## config.mk

```make
export PLATFORM = sky130hd
export DESIGN_NAME = branch_resolve
export DESIGN_NICKNAME = d
export VERILOG_FILES = /design/src/rtl/branch_resolve.sv
export SDC_FILE = /design/constraint.sdc
export NUM_CORES = 1
export LEC_CHECK = 0
export ABC_AREA = 1
export BUFFER_PORTS_ARGS = -buffer_cell sky130_fd_sc_hd__clkbuf_2
export CORE_UTILIZATION = 53
export DETAILED_ROUTE_END_ITERATION = 16
export GPL_TIMING_DRIVEN = 0
export HOLD_SLACK_MARGIN = 0.08
export PLACE_DENSITY_LB_ADDON = 0.2
export SETUP_SLACK_MARGIN = 0.4
export SYNTH_ARGS = -nofsm -noshare
export SYNTH_HDL_FRONTEND = slang
export SYNTH_SLANG_ARGS = --single-unit
```

## constraint.sdc

```tcl
create_clock -name clk -period 4.61 [get_ports clk]
set_input_delay 0.461 -clock clk [delete_from_list [all_inputs] [get_ports clk]]
set_output_delay 0.461 -clock clk [all_outputs]
set_load 0.005 [all_outputs]
```

## src/rtl/branch_resolve.sv

```systemverilog
// branch_resolve: resolution end of the static next-PC prediction made at fetch.
// Each fetched (pc, predicted next pc) pair is held in an in-order FIFO. When EX
// resolves the oldest instruction, the pair is popped and its prediction is
// compared with the actual next PC. A mismatch raises a one-cycle redirect,
// empties the FIFO and holds flush for FLUSH_CYCLES cycles.
// Optional build macro BRANCH_RESOLVE_PERF_EN adds resolve/mispredict counters.
//
// state    | meaning
// ---------+-------------------------------------------------------------
// ST_RUN   | normal operation: predictions pushed, resolutions popped
// ST_FLUSH | squash window after a mispredict; no push, ex_valid ignored
module branch_resolve #(
  parameter int DEPTH        = 4,
  parameter int FLUSH_CYCLES = 2
) (
  input  logic                     clk,
  input  logic                     rst,
  input  logic                     if_valid,
  input  logic [31:0]              if_pc,
  input  logic [31:0]              if_pre_pc,
  output logic                     if_ready,
  input  logic                     ex_valid,
  input  logic [31:0]              ex_next_pc,
  output logic                     redirect,
  output logic [31:0]              redirect_pc,
  output logic                     flush,
  output logic [$clog2(DEPTH):0]   occupancy
`ifdef BRANCH_RESOLVE_PERF_EN
  ,
  output logic [31:0]              resolve_cnt,
  output logic [31:0]              mispred_cnt
`endif
);

  localparam int AW = $clog2(DEPTH);
  localparam int CW = (FLUSH_CYCLES > 1) ? $clog2(FLUSH_CYCLES) : 1;

  localparam logic [AW-1:0] PTR_ONE  = AW'(1);
  localparam logic [AW:0]   OCC_ONE  = (AW+1)'(1);
  localparam logic [AW:0]   OCC_FULL = (AW+1)'(DEPTH);
  localparam logic [CW-1:0] CNT_ONE  = CW'(1);
  localparam logic [CW-1:0] CNT_LOAD = CW'(FLUSH_CYCLES - 1);

  typedef enum logic {
    ST_RUN   = 1'b0,
    ST_FLUSH = 1'b1
  } state_t;

  state_t          state_q;
  logic [AW-1:0]   wr_ptr_q, wr_ptr_d;
  logic [AW-1:0]   rd_ptr_q, rd_ptr_d;
  logic [AW:0]     occ_q, occ_d;
  logic [CW-1:0]   sq_cnt_q;
  logic            redirect_q;
  logic [31:0]     redirect_pc_q;
  logic            flush_q;

  logic [31:0]     pc_mem  [DEPTH];
  logic [31:0]     pre_mem [DEPTH];

  logic            push_ok;
  logic            pop_ok;
  logic            mispred;
  logic [31:0]     rd_pre;

  assign rd_pre   = pre_mem[rd_ptr_q];
  assign if_ready = (state_q == ST_RUN) && (occ_q != OCC_FULL);
  assign pop_ok   = (state_q == ST_RUN) && ex_valid && (occ_q != '0);
  assign mispred  = pop_ok && (rd_pre != ex_next_pc);
  // a push in the mispredict cycle belongs to the wrong path, so drop it
  assign push_ok  = if_valid && if_ready && !mispred;

  // next pointer/occupancy values for the normal (non-mispredict) case
  always_comb begin
    wr_ptr_d = wr_ptr_q;
    rd_ptr_d = rd_ptr_q;
    occ_d    = occ_q;
    if (push_ok) begin
      wr_ptr_d = wr_ptr_q + PTR_ONE;
    end
    if (pop_ok) begin
      rd_ptr_d = rd_ptr_q + PTR_ONE;
    end
    if (push_ok && !pop_ok) begin
      occ_d = occ_q + OCC_ONE;
    end else if (pop_ok && !push_ok) begin
      occ_d = occ_q - OCC_ONE;
    end
  end

  // prediction storage; contents are only meaningful below occupancy, so no reset
  always_ff @(posedge clk) begin
    if (!rst && push_ok) begin
      pc_mem[wr_ptr_q]  <= if_pc;
      pre_mem[wr_ptr_q] <= if_pre_pc;
    end
  end

  // control FSM with registered redirect/flush outputs and FIFO bookkeeping
  always_ff @(posedge clk) begin
    if (rst) begin
      state_q       <= ST_RUN;
      wr_ptr_q      <= '0;
      rd_ptr_q      <= '0;
      occ_q         <= '0;
      sq_cnt_q      <= '0;
      redirect_q    <= 1'b0;
      redirect_pc_q <= '0;
      flush_q       <= 1'b0;
    end else begin
      unique case (state_q)
        ST_RUN: begin
          if (mispred) begin
            state_q       <= ST_FLUSH;
            wr_ptr_q      <= '0;
            rd_ptr_q      <= '0;
            occ_q         <= '0;
            sq_cnt_q      <= CNT_LOAD;
            redirect_q    <= 1'b1;
            redirect_pc_q <= ex_next_pc;
            flush_q       <= 1'b1;
          end else begin
            wr_ptr_q   <= wr_ptr_d;
            rd_ptr_q   <= rd_ptr_d;
            occ_q      <= occ_d;
            redirect_q <= 1'b0;
            flush_q    <= 1'b0;
          end
        end
        ST_FLUSH: begin
          redirect_q <= 1'b0;
          if (sq_cnt_q == '0) begin
            state_q <= ST_RUN;
            flush_q <= 1'b0;
          end else begin
            sq_cnt_q <= sq_cnt_q - CNT_ONE;
            flush_q  <= 1'b1;
          end
        end
        default: begin
          state_q <= ST_RUN;
        end
      endcase
    end
  end

  assign redirect    = redirect_q;
  assign redirect_pc = redirect_pc_q;
  assign flush       = flush_q;
  assign occupancy   = occ_q;

`ifdef BRANCH_RESOLVE_PERF_EN
  logic [31:0] resolve_cnt_q;
  logic [31:0] mispred_cnt_q;

  // resolution statistics; they survive flushes and only clear on reset
  always_ff @(posedge clk) begin
    if (rst) begin
      resolve_cnt_q <= '0;
      mispred_cnt_q <= '0;
    end else begin
      if (pop_ok) begin
        resolve_cnt_q <= resolve_cnt_q + 32'd1;
      end
      if (mispred) begin
        mispred_cnt_q <= mispred_cnt_q + 32'd1;
      end
    end
  end

  assign resolve_cnt = resolve_cnt_q;
  assign mispred_cnt = mispred_cnt_q;
`endif

endmodule

```

# == Word-level counts from Yosys, hierarchy flattened ==
# Memories as Yosys holds them, arrays and structs flattened. A register that Yosys moved wholly into a read port is not among the register bits.
# Index checks and enable logic that the tools add are counted.
# totals
register_bits,42
ram_bits,128
in_bits,100
n_memories,1
# mem_list
memory,depth,width,read_ports,rd_ports_with_merged_regs,wr,line,text
pre_mem,4,32,1,1,1,59,logic [31:0] pre_mem [DEPTH];
# op_classes
add_sub_neg,5
eq_ne,3
mux,18
n_bitwise,1
n_reduce_logical,21
# ops
operator,n
$ne 32x32->1,1
$mux 2,6
$logic_and 1x1->1,9
$mux 3,3
$reduce_and 2->1,4
$mux 1,6
$pmux 1 s2,3
$reduce_bool 3->1,2
$add 2x1->2 const B,2
$logic_not 1->1,4
$reduce_bool 2->1,2
$add 3x1->3 const B,1
$ne 3x3->1 const B,1
$sub 3x1->3 const B,1
$ne 2x2->1 const B,1
$not 1->1,1
$sub 1x1->1 const B,1

# == Logic depth before layout (Yosys ltp) ==
# Gate-level depths: netlist of the first run.
# logic_depth
ltp_word,11
depth_mapped,18
ltp_nobuf,17

# == Worst setup path before layout of the first run ==
# Ideal clock, no wire load.
# synth_timing
path_type,reg-to-reg
startpoint,register (tool-made name)
endpoint,"memory pre_mem[0][0], enable pin"
arrival_ns,2.961
required_time_ns,4.189
setup_slack_ns,1.228
stages_incl_launch_ff,16
path_buffers,3
period_less_slack_ns,3.382
cell_sequence,dfxtp_1 buf_4 buf_4 nand2_1 nand3_1 nand2_1 nand2_1 nand3_1 nor2_1 nand2_1 nor2_1 nand2_1 nand2_1 buf_4 nand4_1 nor2_1
# synth_rtl
item,line
end: declaration,59

==> flow_summary.yaml, run 1 <==
timing:
  setup_ws_ns: 1.118
  slew-limit-headroom: 0.5464
  fmax_ghz: 0.2864
  setup_violations: 0
  worst_slew_pin_slew_ns: 0.6803
  finalHoldViolCount: 0
  fin_crit_sh: 0.7575
  tns_ns: 0
  drv_slew: 0
  skew_ns: 0.006480
  fin_crit_ns: 3.492
  rsz0062_at_grt: "no"
floorplanning:
  floorplan.die.width_um: 117.8
  boundaryPins: 138
  design.die.area_sq_um: 13880
  rows: 41
  die_h_um: 117.8
  fp.coreArea_sq_um: 12820
  start_util: 0.5541
clock_network:
  cts_resized: 0
  cts_inserted_buffers: 17
  post-cts-setup-buffer-count: 0
  cts_tree: "yes"
  clockBufferDepth: 2
  htree_levels: 4
  cts_sinks: 172
  path_clk_slew_ns: 0.06
  cts_hold_buf: 0
  root_buffer: "clkbuf_16"
  clk_latency_ns: 0.43
yosys:
  synth_adder_area_share: 0.009859
  syn_area_sq_um: 7107
  synth_compound_area_frac: 0.02835
  synth_cells: 701
  synth_top_cell_by_area: "edfxtp_1"
  synth_seq_area_share: 0.6648
  ys.flop_type: "edfxtp_1"
  synth_top_area_share: 0.5408
  synth_common_cells: "nand2_1, nand3_1, edfxtp_1"
  synth_warnings: 0
  synthXorXnorAreaFrac: 0.004930
  synth_most_common_cell: "nand2_1"
  synth_fp_nets: 806
  synthArstFlopShare: 0
  ys_seq_elements: 172
  muxShareOfSynthArea: 0
  synthTopCellsByArea: "edfxtp_1, nand2_1, dfxtp_1"
  yosysUniqueCellTypes: 21
  synth.avg_cell_area_sq_um: 10.14
  synth_top_family_by_area: "simple AND/OR/NAND/NOR gates"
  synth_simple_gate_area_share: 0.2393
  synth_edf_count: 128
drt:
  dr.pass1.iters: 5
  num_vias: 5579
  wire_per_inst_um: 17.48
  drt_iter0_drc: 393
  drt-total-wl_mm: 17.73
  ant_nets: 0
  drc: 0
  via_per_inst: 5.502
placed_design:
  gp_congestion: 0.8753
  place_inst: 982
  dpl.hpwl_mm: 12.11
  io_buffers: 105
  post-place-ws_ns: 1.165
  placed_cell_area_sq_um: 7958
worst_setup_path:
  path_class: "flip-flop to flip-flop"
  critical_path.slowest_cell: "nor2_4"
  critPathMaxStageDelay_ns: 0.58
  arrival_ns: 3.62
  ff2ff_setup_slack_ns: 1.12
  worst_path_dominant_cell_family: "simple AND/OR/NAND/NOR gates"
  end_kind: "flip-flop"
  worst-path-buf-inv: 5
  critPathRequiredTime_ns: 4.74
  start_kind: "flip-flop"
  worstPathMaxFanout: 20
  cp_cell_sequence: "buf_2 -> inv_2 -> buf_2 -> nand3_1 -> nand3_1 -> nand3_1 -> nor2_1 -> nand2_1 -> nor2_1 -> nand2_1 -> nand2_1 -> buf_4 -> nand4_1 -> nor2_4 -> buf_12"
layout:
  final_util: 0.6684
  final_cells: 1014
  nFillCells: 989
  area_growth_pct: 20.62
  drive_above_1_share: 0.2055
  final_area_sq_um: 8572
  nNetsFinal: 934
  num_antenna_cells: 0
grt:
  grt_use_total: 0.2651
  grt_pass1_wl_mm: 27.34
  grt_pass1_vias: 5204
  antenna_found_initial: 0
  grt_max_degree: 24
  overflow: 0
pwr:
  power_density_nw_per_um2: 545.8
  vdd_drop_max_uv: 372.3
  p_leak_uw: 0.003638
flow_run:
  maxCapViolations: 0
hold_path:
  holdCritPathClass: "primary input to flip-flop"
run_status:
  outcome: "complete, no violations"
[final timing paths]
| check | startpoint | endpoint | depth (start not counted) |
|---|---|---|---|
| setup / recovery | flip-flop | pre_mem[3][0] | 15 |
| setup reg to reg | flip-flop | pre_mem[3][0] | 15 |
| hold / removal | if_pre_pc[18] | pre_mem[0][18] | 1 |
| hold reg to reg | sq_cnt_q | sq_cnt_q | 2 |
[flip-flops by register name (all words and copies together) (netlist names), named ones only]
| name | cells |
|---|---|
| rd_ptr_q | 2 |
| sq_cnt_q | 1 |
| pre_mem | 128 |
| wr_ptr_q | 2 |
| flush | 1 |
| redirect_pc | 32 |
| redirect | 1 |
| occupancy | 3 |
[cell families after synthesis]
family	Yosys count
AND/OR/NAND/NOR	402
XOR/XNOR	4
buffers and inverters	79
adder cells (fa/ha/maj)	5
AO/OA/AOI/OAI	39
flip-flops	172
[per-stage QoR]
step	power, uW	hold slack, ns
3_3_place_gp	3152	0.4558
5_1_grt	4901	0.2442
6_report	4678	0.2447
3_5_place_dp	3224	0.4680
4_1_cts	4687	0.2331
2_1_floorplan	2755	0.4488
[report_power, final]
| part | switching (uW) | leakage, uW | internal (uW) | total (uW) |
|---|---|---|---|---|
| combinational | 814 | 0.00182 | 427 | 1240 |
| sequential | 91.9 | 0.00152 | 1870 | 1960 |
| clock | 563 | 0.000296 | 911 | 1470 |
[final cells by class]
| type | count | area (sq um) | share of cell area |
|---|---|---|---|
| multi-input cells | 450 | 2037 | 0.2376 |
| repair buffers | 109 | 605.6 | 0.07065 |
| inverters | 49 | 183.9 | 0.02146 |
| plain buffers | 30 | 191.4 | 0.02233 |
| well taps | 172 | 215.2 | 0.02511 |
| clock inverters | 14 | 175.2 | 0.02043 |
| clock buffers | 18 | 439.2 | 0.05123 |
| flip-flops and latches | 172 | 4725 | 0.5512 |
[layer usage]
metal	vias to the layer above	track usage	wire length, um
li1	2635	-	-
met1	2664	0.3423	7414
met2	249	0.4342	8650
met3	31	0.05426	1276
met4	0	0.1146	385
met5	-	0	0
[placed cells by master, fill, tap and decap left out]
cell and count:
inv_1 46, bufinv_16 4, fa_1 1, clkbuf_16 17
nor2_4 4, o31ai_1 1, dfxtp_1 44, clkinv_1 2
clkbuf_8 1, clkbuf_2 105, nor2_1 16, buf_6 4
xor2_1 4, nand3_1 140, buf_12 4, clkinv_2 5
buf_4 8, nand4_1 5, a21oi_1 3, buf_2 15
inv_2 3, clkbuf_1 3, nand2_1 236, a31oi_1 1
ha_1 4, edfxtp_1 128, a211oi_1 1, o21ai_0 33
clkinvlp_4 3, nor3b_1 1
Power figures use the tool's default switching activity.
==> run 2, diff against run 1 <==
clock period = 3.3 ns   (was 4.61 ns; I/O delays follow)
==> run 2 against run 1 <==
Against the previous run: fmax grew 25%; clock power grew 41%; non-clock buffer count grew 19; critical path depth grew 3; combinational power grew 65%; first-iteration DRC count grew 49%.
==> flow_summary.yaml, run 2 (synthesis results as in run 1) <==
run_status:
  outcome: "complete, no violations"
drt:
  ant_nets: 0
  via_per_inst: 5.621
  drt_iter0_drc: 587
  drt-total-wl_mm: 19.37
  wire_per_inst_um: 18.75
  drc: 0
  dr.pass1.iters: 5
  num_vias: 5806
layout:
  num_antenna_cells: 0
  nFillCells: 909
  drive_above_1_share: 0.2369
  final_cell_mix: "nand2_1, nand3_1, edfxtp_1"
  area_growth_pct: 27.17
  final_common_cell: "nand2_1"
  nNetsFinal: 953
  max_flop_register: "pre_mem"
  final_area_sq_um: 9037
  largest_register_ffs: 128
pwr:
  netSwitchingFraction: 0.3186
  switching_power_uw: 2191
  vdd_drop_max_uv: 526.7
  p_leak_uw: 0.003831
  p_comb_frac: 0.299
  p_int_uw: 4686
  p_seq_frac: 0.400
  p_clk_frac: 0.301
  finalPower_uw: 6877
  power_density_nw_per_um2: 760.9
floorplanning:
  design.die.area_sq_um: 13880
  fp.coreArea_sq_um: 12820
  boundaryPins: 138
  start_util: 0.5541
  rows: 41
  floorplan.die.width_um: 117.8
  die_h_um: 117.8
clock_network:
  root_buffer: "clkbuf_16"
  cts_hold_buf: 0
  path_clk_slew_ns: 0.06
  cts_sinks: 172
  cts_tree: "yes"
  htree_levels: 4
  clockBufferDepth: 2
  clk_latency_ns: 0.43
  cts_inserted_buffers: 17
worst_setup_path:
  critical_path.slowest_cell: "dfxtp_1"
  critPathRequiredTime_ns: 3.44
  worst_path_dominant_cell_family: "simple AND/OR/NAND/NOR gates"
  worstPathMaxFanout: 10
  start_kind: "flip-flop"
  critPathMaxStageDelay_ns: 0.29
  path_class: "flip-flop to flip-flop"
  worst-path-buf-inv: 6
  arrival_ns: 2.94
  path_common_cell: "nand2_1"
  end_kind: "flip-flop"
  cp_cell_sequence: "clkbuf_4 -> inv_6 -> buf_12 -> nand3_1 -> nand2_1 -> nand2_1 -> nand2_2 -> nand3_1 -> nor2_2 -> nand2_1 -> nor2_1 -> nand2_1 -> nand2_1 -> buf_6 -> nand4_1 -> buf_6 -> nor2_4 -> clkbuf_16"
timing:
  rsz0062_at_grt: "no"
  skew_ns: 0.007706
  slew-limit-headroom: 0.5466
  worst_slew_pin_slew_ns: 0.6800
  setup_ws_ns: 0.4996
  setup_violations: 0
  fmax_ghz: 0.3571
  fin_crit_sh: 0.8486
  finalHoldViolCount: 0
  fin_crit_ns: 2.800
  tns_ns: 0
  drv_slew: 0
placed_design:
  dpl.hpwl_mm: 12.11
  post-place-ws_ns: -0.1450
  gp_congestion: 0.8753
  placed_cell_area_sq_um: 7958
  io_buffers: 105
hold_path:
  min-delay-start: "if_pre_pc[18]"
  holdCritPathClass: "primary input to flip-flop"
grt:
  grt_max_degree: 24
  grt_pass1_vias: 5287
  overflow: 0
  grt_pass1_wl_mm: 27.94
  antenna_found_initial: 0
  grt_use_total: 0.2712
flow_run:
  maxCapViolations: 0
==> run 2: through the flow <==
step                std cells  utilization  hold slack, ns
global placement          978       0.6119          0.4558
finish                   1033       0.7047          0.1126
floorplan                 701            -          0.3991
detailed placement        982       0.6205          0.4680
global route             1033       0.7047          0.1131
CTS                      1020       0.6762          0.1021
==> run 2: timing repair <==
action	4_1_cts	5_1_grt
buffers inserted	6	6
cloned	0	7
resized for setup	2	57
setup endpoints to repair	128	128
pin swaps	5	9
==> run 2: metal layers <==
metal / part of all wire / vias up / global-route usage
met5: 0 / - / 0
met4: 0.023 / 0 / 0.1202
met3: 0.082 / 29 / 0.05329
met2: 0.49 / 312 / 0.4426
met1: 0.40 / 2789 / 0.3517
li1: - / 2676 / -
==> run 2: worst register-to-register path, cell delays in order, from the launching register on <==
cell	delay (ns)
dfxtp_1	0.29
clkbuf_4	0.19
inv_6	0.11
buf_12	0.14
nand3_1	0.10
nand2_1	0.07
nand2_1	0.07
nand2_2	0.10
nand3_1	0.11
nor2_2	0.15
nand2_1	0.08
nor2_1	0.09
nand2_1	0.07
nand2_1	0.09
buf_6	0.11
nand4_1	0.12
buf_6	0.18
nor2_4	0.24
clkbuf_16	0.22
==> run 2: power by group through the flow <==
stage / clock, uW / sequential [uW] / combinational, uW
CTS: 2070 / 2740 / 1780
floorplan: 0 / 2770 / 1080
global route: 2170 / 2770 / 2220
detailed placement: 0 / 2780 / 1720
global placement: 0 / 2780 / 1620
finish: 2070 / 2750 / 2050
==> run 2: final timing paths <==
kind | cells after the start | slack (ns) | endpoint
min | 1 | 0.11 | pre_mem[1][18]
max reg2reg | 18 | 0.50 | pre_mem[1][25]
max | 18 | 0.50 | pre_mem[1][25]
min reg2reg | 2 | 0.49 | redirect_pc[25]
==> run 2: final cells by class <==
class	instances	area (sq um)	area share
Multi-Input combinational cell	450	2077	0.2298
Tap cell	172	215.2	0.02381
Buffer	30	300.3	0.03323
Inverter	49	193.9	0.02146
Clock inverter	14	175.2	0.01938
Timing Repair Buffer	128	908.4	0.1005
Clock buffer	18	439.2	0.04859
Sequential cell	172	4728	0.5232
==> run 3, diff against run 2 <==
CORE_UTILIZATION = 50   (was 53)
clock period = 2.5 ns   (was 3.3 ns; I/O delays follow)
==> run 3 against run 2 <==
Against the previous run: the run now ends with setup timing left; sequential power up 32%; sequential cell count unchanged; count of clock-buffer cells in the layout increased by 1; first-iteration DRC count grew 14%; highest routed layer unchanged; worst hold slack worse by 0.034 ns; via count rose by 2.3%; routed wire length is 5.8% higher.
==> flow_summary.yaml, run 3 (synthesis results as in run 1) <==
placed_design:
  dpl.hpwl_mm: 11.77
  gp_congestion: 0.7720
  placed_cell_area_sq_um: 7914
  io_buffers: 105
  post-place-ws_ns: -1.314
run_status:
  violations: "setup timing"
  outcome: "finished with violations"
timing:
  fin_crit_sh: 1.151
  tns_ns: -35.74
  setup_ws_ns: -0.3776
  slew-limit-headroom: 0.5623
  setup_violations: 146
  worst_slew_pin_slew_ns: 0.6565
  fin_crit_ns: 2.878
  skew_ns: 0.01201
  fmax_ghz: 0.3475
  rsz0062_at_grt: "yes"
  finalHoldViolCount: 0
  drv_slew: 0
  holdWs_ns: 0.07886
worst_setup_path:
  start_kind: "flip-flop"
  end_kind: "flip-flop"
  arrival_ns: 3.03
  critPathRequiredTime_ns: 2.65
  worstPathMaxFanout: 8
  path_class: "flip-flop to flip-flop"
clock_network:
  cts_tree: "yes"
  clockBufferDepth: 2
  cts_sinks: 172
  cts_inserted_buffers: 17
  root_buffer: "clkbuf_16"
  path_clk_slew_ns: 0.07
  htree_levels: 4
  clk_latency_ns: 0.44
layout:
  nFillCells: 992
  drive_above_1_share: 0.2597
  nNetsFinal: 997
  final_cell_mix: "nand2_1, nand3_1, edfxtp_1"
  area_growth_pct: 35.70
  max_flop_register: "pre_mem"
  final_common_cell: "nand2_1"
  largest_register_ffs: 128
  final_area_sq_um: 9644
  num_antenna_cells: 0
hold_path:
  holdCritPathClass: "primary input to flip-flop"
  min-delay-start: "ex_next_pc[18]"
grt:
  grt_pass1_vias: 5773
  antenna_found_initial: 0
  grt_max_degree: 17
  overflow: 0
  grt_pass1_wl_mm: 30.39
  grt_use_total: 0.2880
pwr:
  p_leak_uw: 0.004061
  power_density_nw_per_um2: 996.0
  vdd_drop_max_uv: 568.3
  finalPower_uw: 9606
floorplanning:
  boundaryPins: 138
  fp.coreArea_sq_um: 13880
  start_util: 0.5120
  rows: 43
  floorplan.die.width_um: 121.2
  die_h_um: 121.2
  design.die.area_sq_um: 14690
drt:
  wire_per_inst_um: 18.88
  drt-total-wl_mm: 20.49
  num_vias: 5938
  drc: 0
  dr.pass1.iters: 6
  via_per_inst: 5.473
  drt_iter0_drc: 671
  ant_nets: 0
flow_run:
  maxCapViolations: 0
==> run 3: cell types whose count changed in the layout (fill, tap and decap cells not counted), sizes merged, moves of 2 or more <==
cell | previous run | this run
dlygate4sd3 | 0 | 33
buf | 45 | 51
clkbuf | 131 | 133
nor2 | 20 | 24
==> run 3: final timing paths <==
| kind | endpoint | slack, ns | depth (start not counted) |
|---|---|---|---|
| worst max-delay path | pre_mem[3][16] | -0.38 | 17 |
| worst min-delay path | redirect_pc[18] | 0.08 | 3 |
| worst min register to register | flush | 0.47 | 2 |
| worst max register to register | pre_mem[3][16] | -0.38 | 17 |
==> run 3: timing repair <==
item,4_1_cts,5_1_grt
cloned,5,5
setup endpoints to repair,172,172
buffers inserted,22,2
gates resized for setup,69,39
hold buffers,33,0
endpoints found under the hold margin,131,0
pin swaps,13,12
==> run 3: layout make-up <==
class,instances,area [sq um],share of cell area
clock buffers,19,432.9,0.04489
inverters,49,191.4,0.01985
repair buffers,168,1291,0.1339
clock inverters,13,197.7,0.02050
flip-flops and latches,172,4728,0.4903
plain buffers,30,377.9,0.03918
multi-input cells,454,2200,0.2281
well taps,180,225.2,0.02335
==> run 3: through the flow <==
stage | utilization | instances
finish | 0.6948 | 1085
global route | 0.6948 | 1085
CTS | 0.6754 | 1078
detailed placement | 0.5701 | 986
global placement | 0.5701 | 986
floorplan | - | 701
==> run 3: per-layer routing <==
metal,wire (um),vias up,global-route usage
met4,531,0,0.1343
met5,0,-,0
met3,1938,48,0.05968
met1,8107,2795,0.3627
li1,-,2766,-
met2,9909,329,0.4764
==> run 3: critical path, stage by stage (launching register included) <==
cell and delay, ns:
dfxtp_4 0.43, buf_12 0.18, clkbuf_16 0.16, nand2_1 0.05, nand3_1 0.09, nand3_1 0.10, nand2_2 0.11, nand2_1 0.07
nor2_1 0.13, nand2_1 0.08, nor2_1 0.13, nand2_1 0.09, nand2_2 0.08, buf_6 0.11, nand4_1 0.14, buf_12 0.21
nor2_4 0.20, clkbuf_16 0.22
==> run 3: where the power goes <==
part | internal, uW | switching (uW) | total [uW] | leakage [uW]
combinational | 1290 | 1830 | 3120 | 0.00224
clock | 1760 | 1090 | 2850 | 0.000304
sequential | 3450 | 186 | 3640 | 0.00152
total | 6500 | 3100 | 9610 | 0.00406
